===== src/rtl/spi_target_pkg.sv =====
// Shared definitions for the SPI target: register map, STATUS/CTRL bit positions,
// synchronizer lane indices and the serial-side state encoding.
package spi_target_pkg;

    localparam logic [1:0] REG_DATA   = 2'd0;
    localparam logic [1:0] REG_STATUS = 2'd1;
    localparam logic [1:0] REG_CTRL   = 2'd2;
    localparam logic [1:0] REG_RSVD   = 2'd3;

    localparam int ST_RX_EMPTY = 0;
    localparam int ST_RX_FULL  = 1;
    localparam int ST_TX_EMPTY = 2;
    localparam int ST_TX_FULL  = 3;
    localparam int ST_FLAGS_LO = 4;
    localparam int ST_SELECTED = 7;

    localparam int CTRL_IRQ_RX   = 0;
    localparam int CTRL_IRQ_TX   = 1;
    localparam int CTRL_IRQ_FLAG = 2;

    // Sticky flag vector order matches STATUS[6:4]
    localparam int FLAG_RXOVR = 0;
    localparam int FLAG_TXUND = 1;
    localparam int FLAG_TXOVF = 2;

    localparam int SYNC_MOSI = 0;
    localparam int SYNC_SS_N = 1;
    localparam int SYNC_SCLK = 2;

    typedef enum logic [1:0] {
        SPI_IDLE  = 2'd0,
        SPI_LOAD  = 2'd1,
        SPI_SHIFT = 2'd2
    } spi_state_t;

endpackage


===== src/rtl/spi_target_sync_fifo.sv =====
// Small synchronous FIFO with a registered head word that is always valid when not empty
// (write-through bypass covers a push into an empty/draining FIFO).
module sync_fifo #(
    parameter int WIDTH = 8,
    parameter int DEPTH = 16
) (
    input  logic             sysclock,
    input  logic             rst_i,
    input  logic             push,
    input  logic [WIDTH-1:0] push_data,
    input  logic             pop,
    output logic [WIDTH-1:0] head,
    output logic             full,
    output logic             empty
);
    localparam int AW = $clog2(DEPTH);
    localparam logic [AW:0] FULL_CNT = (AW+1)'(DEPTH);

    logic [WIDTH-1:0] mem [DEPTH];
    logic [AW-1:0]    wr_ptr_reg, rd_ptr_reg, rd_ptr_next;
    logic [AW:0]      count_reg;
    logic [WIDTH-1:0] head_reg;
    logic             do_push, do_pop;

    assign full        = (count_reg == FULL_CNT);
    assign empty       = (count_reg == '0);
    assign do_push     = push & ~full;
    assign do_pop      = pop & ~empty;
    assign rd_ptr_next = do_pop ? rd_ptr_reg + AW'(1) : rd_ptr_reg;
    assign head        = head_reg;

    always_ff @(posedge sysclock) begin
        if (do_push) begin
            mem[wr_ptr_reg] <= push_data;
        end
    end

    always_ff @(posedge sysclock or posedge rst_i) begin
        if (rst_i) begin
            wr_ptr_reg <= '0;
            rd_ptr_reg <= '0;
            count_reg  <= '0;
            head_reg   <= '0;
        end else begin
            if (do_push) begin
                wr_ptr_reg <= wr_ptr_reg + AW'(1);
            end
            rd_ptr_reg <= rd_ptr_next;
            case ({do_push, do_pop})
                2'b10:   count_reg <= count_reg + 1'b1;
                2'b01:   count_reg <= count_reg - 1'b1;
                default: count_reg <= count_reg;
            endcase
            // Next head is being written this very cycle when the FIFO is (becoming) empty
            head_reg <= (do_push && (wr_ptr_reg == rd_ptr_next)) ? push_data : mem[rd_ptr_next];
        end
    end

endmodule


===== src/rtl/spi_target.sv =====
// SPI mode-0 target with Wishbone classic register port; bytes flow between an external
// SPI master and software through an RX and a TX FIFO.
module spi_target
    import spi_target_pkg::*;
#(
    parameter int         FIFO_DEPTH = 16,
    parameter logic [7:0] FILL_BYTE  = 8'hff
) (
    input  logic        sysclock,
    input  logic        rst_i,
    input  logic [1:0]  adr_i,
    input  logic [31:0] dat_i,
    output logic [31:0] dat_o,
    input  logic [3:0]  sel_i,
    input  logic        we_i,
    input  logic        cyc_i,
    input  logic        stb_i,
    output logic        ack_o,
    input  logic        spi_sclk,
    input  logic        spi_ss_n,
    input  logic        spi_mosi,
    output logic        spi_miso,
    output logic        miso_oe,
    output logic        irq
);
    logic [2:0] async_in, sync_cur, sync_prev;

    assign async_in[SYNC_MOSI] = spi_mosi;
    assign async_in[SYNC_SS_N] = spi_ss_n;
    assign async_in[SYNC_SCLK] = spi_sclk;

    // Stages 0/1 form the synchronizer; stage 2 is the history used for edge detection
    genvar gi;
    generate
        for (gi = 0; gi < 3; gi++) begin : g_sync
            localparam logic RST_VAL = (gi == SYNC_SS_N);
            logic [2:0] stage_reg;
            always_ff @(posedge sysclock or posedge rst_i) begin
                if (rst_i) begin
                    stage_reg <= {3{RST_VAL}};
                end else begin
                    stage_reg <= {stage_reg[1:0], async_in[gi]};
                end
            end
            assign sync_cur[gi]  = stage_reg[1];
            assign sync_prev[gi] = stage_reg[2];
        end
    endgenerate

    logic selected, ss_fall, sclk_rise, sclk_fall, mosi_bit;
    assign selected  = ~sync_cur[SYNC_SS_N];
    assign ss_fall   = ~sync_cur[SYNC_SS_N] & sync_prev[SYNC_SS_N];
    assign sclk_rise = sync_cur[SYNC_SCLK] & ~sync_prev[SYNC_SCLK];
    assign sclk_fall = ~sync_cur[SYNC_SCLK] & sync_prev[SYNC_SCLK];
    assign mosi_bit  = sync_prev[SYNC_MOSI];

    logic       rx_push, rx_pop, rx_full, rx_empty;
    logic       tx_push, tx_pop, tx_full, tx_empty;
    logic [7:0] rx_byte, rx_head, tx_head;

    sync_fifo #(.WIDTH(8), .DEPTH(FIFO_DEPTH)) u_rx_fifo (
        .sysclock  (sysclock),
        .rst_i     (rst_i),
        .push      (rx_push),
        .push_data (rx_byte),
        .pop       (rx_pop),
        .head      (rx_head),
        .full      (rx_full),
        .empty     (rx_empty)
    );

    sync_fifo #(.WIDTH(8), .DEPTH(FIFO_DEPTH)) u_tx_fifo (
        .sysclock  (sysclock),
        .rst_i     (rst_i),
        .push      (tx_push),
        .push_data (dat_i[7:0]),
        .pop       (tx_pop),
        .head      (tx_head),
        .full      (tx_full),
        .empty     (tx_empty)
    );

    spi_state_t state_reg, state_next;
    logic [2:0] bitcnt_reg, bitcnt_next;
    logic [7:0] rx_shift_reg, rx_shift_next, tx_shift_reg, tx_shift_next;
    logic       txund_set;

    assign rx_byte = {rx_shift_reg[6:0], mosi_bit};

    always_ff @(posedge sysclock or posedge rst_i) begin
        if (rst_i) begin
            state_reg    <= SPI_IDLE;
            bitcnt_reg   <= '0;
            rx_shift_reg <= '0;
            tx_shift_reg <= '0;
        end else begin
            state_reg    <= state_next;
            bitcnt_reg   <= bitcnt_next;
            rx_shift_reg <= rx_shift_next;
            tx_shift_reg <= tx_shift_next;
        end
    end

    always_comb begin
        state_next    = state_reg;
        bitcnt_next   = bitcnt_reg;
        rx_shift_next = rx_shift_reg;
        tx_shift_next = tx_shift_reg;
        tx_pop        = 1'b0;
        rx_push       = 1'b0;
        txund_set     = 1'b0;
        case (state_reg)
            SPI_IDLE: begin
                tx_shift_next = '0;
                if (ss_fall) begin
                    state_next = SPI_LOAD;
                end
            end
            SPI_LOAD: begin
                bitcnt_next = '0;
                if (tx_empty) begin
                    tx_shift_next = FILL_BYTE;
                    txund_set     = 1'b1;
                end else begin
                    tx_shift_next = tx_head;
                    tx_pop        = 1'b1;
                end
                state_next = selected ? SPI_SHIFT : SPI_IDLE;
            end
            SPI_SHIFT: begin
                if (!selected) begin
                    state_next = SPI_IDLE;
                end else if (sclk_rise) begin
                    rx_shift_next = rx_byte;
                    bitcnt_next   = bitcnt_reg + 3'd1;
                    if (bitcnt_reg == 3'd7) begin
                        rx_push    = 1'b1;
                        state_next = SPI_LOAD;
                    end
                end else if (sclk_fall && (bitcnt_reg != 3'd0)) begin
                    tx_shift_next = {tx_shift_reg[6:0], 1'b0};
                end
            end
            default: state_next = SPI_IDLE;
        endcase
    end

    assign spi_miso = selected & tx_shift_reg[7];
    assign miso_oe  = selected;

    // Bus side: ack once per strobe; all side effects keyed to the ack cycle
    logic       ack_reg, done_reg, irq_reg, bus_req, bus_rd, bus_wr;
    logic [2:0] ctrl_reg, flags_reg, flags_set, flags_clr, flags_next;
    logic [7:0] status;
    logic       irq_next;

    assign bus_req = cyc_i & stb_i;
    assign bus_rd  = ack_reg & ~we_i;
    assign bus_wr  = ack_reg & we_i & sel_i[0];
    assign rx_pop  = bus_rd & (adr_i == REG_DATA);
    assign tx_push = bus_wr & (adr_i == REG_DATA);

    assign flags_set[FLAG_RXOVR] = rx_push & rx_full;
    assign flags_set[FLAG_TXUND] = txund_set;
    assign flags_set[FLAG_TXOVF] = tx_push & tx_full;
    assign flags_clr  = (bus_wr && (adr_i == REG_STATUS)) ? dat_i[6:4] : 3'b000;
    assign flags_next = flags_set | (flags_reg & ~flags_clr);

    assign irq_next = (ctrl_reg[CTRL_IRQ_RX] & ~rx_empty)
                    | (ctrl_reg[CTRL_IRQ_TX] & tx_empty)
                    | (ctrl_reg[CTRL_IRQ_FLAG] & (|flags_reg));

    always_ff @(posedge sysclock or posedge rst_i) begin
        if (rst_i) begin
            ack_reg   <= 1'b0;
            done_reg  <= 1'b0;
            ctrl_reg  <= '0;
            flags_reg <= '0;
            irq_reg   <= 1'b0;
        end else begin
            ack_reg   <= bus_req & ~ack_reg & ~done_reg;
            done_reg  <= bus_req & (ack_reg | done_reg);
            flags_reg <= flags_next;
            irq_reg   <= irq_next;
            if (bus_wr && (adr_i == REG_CTRL)) begin
                ctrl_reg <= dat_i[2:0];
            end
        end
    end

    always_comb begin
        status                   = '0;
        status[ST_RX_EMPTY]      = rx_empty;
        status[ST_RX_FULL]       = rx_full;
        status[ST_TX_EMPTY]      = tx_empty;
        status[ST_TX_FULL]       = tx_full;
        status[ST_FLAGS_LO+:3]   = flags_reg;
        status[ST_SELECTED]      = selected;
    end

    always_comb begin
        dat_o = '0;
        if (bus_rd) begin
            case (adr_i)
                REG_DATA:   dat_o = rx_empty ? 32'h0 : {24'h0, rx_head};
                REG_STATUS: dat_o = {24'h0, status};
                REG_CTRL:   dat_o = {29'h0, ctrl_reg};
                REG_RSVD:   dat_o = '0;
            endcase
        end
    end

    assign ack_o = ack_reg;
    assign irq   = irq_reg;

    logic unused_bits;
    assign unused_bits = ^{dat_i[31:8], sel_i[3:1]};

endmodule

===== config.mk =====
export PLATFORM = sky130hd
export DESIGN_NAME = spi_target
export DESIGN_NICKNAME = d
export VERILOG_FILES = /design/src/rtl/spi_target_pkg.sv /design/src/rtl/spi_target_sync_fifo.sv /design/src/rtl/spi_target.sv
export SDC_FILE = /design/constraint.sdc
export NUM_CORES = 1
export LEC_CHECK = 0
export ABC_CLOCK_PERIOD_IN_PS = 4600
export CORE_UTILIZATION = 40
export CTS_CLUSTER_SIZE = 40
export DETAILED_ROUTE_END_ITERATION = 16
export HOLD_SLACK_MARGIN = 0.08
export SLEW_MARGIN = 5
export SYNTH_ARGS = -nofsm -noshare
export SYNTH_HDL_FRONTEND = slang
export SYNTH_SLANG_ARGS = --single-unit

===== constraint.sdc =====
create_clock -name sysclock -period 4.6 [get_ports sysclock]
set_input_delay 1.38 -clock sysclock [delete_from_list [all_inputs] [get_ports sysclock]]
set_output_delay 1.38 -clock sysclock [all_outputs]
set_load 0.02 [all_outputs]

==> impl_metrics.tcl <==
set metrics [dict create \
    status "completed" \
    crit_buf_inv 2 \
    design_area_um2 18700 \
    setup_slack_ps 90.5 \
    vias 10129 \
    ir_worst_vdd_mv 0.374 \
    antenna_cells 0 \
    place_area_um2 17400 \
    dp.final_hpwl_um 24600 \
    p_leak_uw 0.00655 \
    htreeDepth 2 \
    hold_buffers 0 \
    hold-worst-slack_ps 351 \
    die_height_um 205 \
    setup_viol 0 \
    slew_headroom_pct 42.2 \
    startpoint "we_i" \
    seq_power_share_pct 33.9 \
    dr.pass1.iters 5 \
    post-synth-top-count-cell "edfxtp_1" \
    slew_viol_final 0 \
    hold_viol_final 0 \
    drt-total-wl_um 37600 \
    yosysSeqAreaShare_pct 59.1 \
    worst_setup_path_start_kind "input port" \
    overflow 0 \
    drc 0 \
    crit_top_cell "clkdlybuf4s50_1" \
    critical-path-max-stage-delay_ps 630 \
    power.share.switching_pct 35.3 \
    start_util_pct 40.9 \
    finalClockSkew_ps 26.5 \
    total_power_uw 11200 \
    synthCells 1225 \
    ioPinCount 82 \
    met3_length_um 1790 \
    grt_pass1_vias 9997 \
    drv_cap 0 \
    area_delta_synth_final_pct 14.0 \
    final_nets 1347 \
    postRouteAntennaNets 0 \
    yosys-top-cells-area "edfxtp_1, dfrtp_1, mux4_2" \
    cts_sinks 336 \
    grt_pass1_wl_um 57600 \
    rows 73 \
    cp_max_fo 5 \
    synth-edff-count 256 \
    hold_path.class "flop to flop" \
    crit_required_ps 3220 \
    drt_iter0_markers 750 \
    hold_start "g_sync[2].stage_reg[0]" \
    wl_met1_um 16500 \
    dr_wl_met2_um 18500 \
    synth_commonest_cells "edfxtp_1, nor2_1, dfrtp_1, mux2i_1, o21ai_0" \
    p_sw_uw 3950 \
    cts_tree "done" \
    antenna_found_initial 0 \
    r2r-start "state_reg[0]" \
    ys_async_sr_fraction_pct 23.8 \
    worstPathCellList "clkdlybuf4s50_1 -> nand2b_1 -> or2_2 -> a21oi_1 -> clkdlybuf4s50_1" \
    ys_ff_latch 336 \
    synth_area_per_cell_um2 13.4 \
    drive_gt1_share_pct 17.7 \
    synth_top_area_cell "edfxtp_1" \
    clk_pin_slew_ps 60 \
    p_int_uw 7230 \
    clock_latency_ps 540 \
    combinationalPowerShare_pct 39.0 \
    min_period_over_period_pct 98.0 \
    worstMarginPinSlew_ps 865 \
    routed.top_layer "met4" \
    grt_setup_unrepaired "no" \
    core_area_um2 40100 \
    crit_type "input port to primary output" \
    cp_top_family "buffers and inverters" \
    grt_max_degree 59 \
    fin_crit_ps 4510 \
    netlist_area_um2 16400 \
    synth_ff_type "edfxtp_1" \
    cts_root_buf "clkbuf_16" \
    viasPerCell 5.53 \
    synthDistinctLibCells 72 \
    endpoint_kind "primary output" \
    cpMaxStageDelayCell "clkdlybuf4s50_1" \
    p_per_area_nw_per_um2 597 \
    wire_per_inst_um 20.5 \
    fin_tns_setup_ps 0 \
    clk_path_buf_depth 3 \
    port_buffers 30 \
    dieWidth_um 205 \
    synthDominantCellAreaShare_pct 46.9 \
    numCtsBuffers 38 \
    max_freq_mhz 222 \
    pwr-share-clk_pct 27.1 \
    yosysWarnings 0 \
    grt_usage_pct 18.1 \
    place_ws_ps 101 \
    arrival_ps 3130 \
    place_congestion 0.851 \
    dieArea_um2 41800 \
]
==> final timing paths <==
path	end	slack, ps	cells past startpoint
worst max register to register	u_rx_fifo.count_reg[4]	1030	16
worst min register to register	g_sync[2].stage_reg[1]	350	0
min in group asynchronous	flags_reg[1]	1290	2
worst min-delay path	g_sync[2].stage_reg[1]	350	0
max in group asynchronous	u_tx_fifo.rd_ptr_reg[0]	2430	3
worst max-delay path	dat_o[6]	90	5
==> worst register-to-register path: cells and delay by family, from the launching register on <==
family / cells / cell delay (ps)
compound gates: 3 / 430
xor+xnor: 2 / 290
fa+ha+maj: 3 / 940
buf+inv: 3 / 400
flops: 1 / 400
simple gates: 5 / 1040
==> placed cells by master, fill, tap and decap left out, types with 37 or more instances in the layout <==
cell type,count
a21oi_1,45
buf_4,53
mux4_2,51
dfrtp_1,74
nor2b_1,53
mux2_2,37
edfxtp_1,256
nor2_1,101
nand2_1,55
clkbuf_16,41
mux2i_1,62
o21ai_0,57
==> power by group through the flow <==
stage | clock [µW] | sequential, µW | combinational [µW]
global placement | 0 | 3840 | 4340
finish | 3030 | 3790 | 4360
detailed placement | 0 | 3850 | 4380
global route | 3190 | 3830 | 4720
CTS | 3080 | 3790 | 4400
floorplan | 0 | 3680 | 3330
==> what timing repair did <==
item | in CTS | in global routing
setup endpoints to repair | 0 | 1
setup buffers | 0 | 0
gates resized for setup | 0 | 1
==> per-layer routing <==
metal / track usage (%) / up-vias
li1: - / 4708
met1: 24.4 / 5107
met2: 30.4 / 260
met3: 2.66 / 54
met4: 5.14 / 0
met5: 0 / -
==> area by class of cell <==
type,count,area (µm²)
fill,3497,21400
tap,525,657
inverter,23,87.6
timing repair buffer,86,761
clock buffer,60,1180
sequential,336,9700
clock inverter,9,93.8
multi-input combinational,791,6230
==> metrics by stage <==
stage | utilization (%) | cells
6_report | 46.7 | 1830
5_1_grt | 46.7 | 1830
4_1_cts | 46.6 | 1830
3_5_place_dp | 43.5 | 1761
3_3_place_gp | 43.5 | 1761
2_1_floorplan | - | 1248
==> cells by family (layout without fill, tap and decap cells) <==
logic type | count (synthesis) | count (layout) | synth area share [%]
DFF | 336 | 336 | 59.1
buffers and inverters | 121 | 178 | 3.55
xor gates and xnor gates | 37 | 37 | 2.02
AOI/OAI and AO/OA | 239 | 239 | 10.1
and+or+nand+nor | 315 | 315 | 9.83
other | 1 | 24 | 0.0229
adders and majority gates | 25 | 25 | 1.95
muxes | 151 | 151 | 13.5
(Power assumes the default switching activity.)
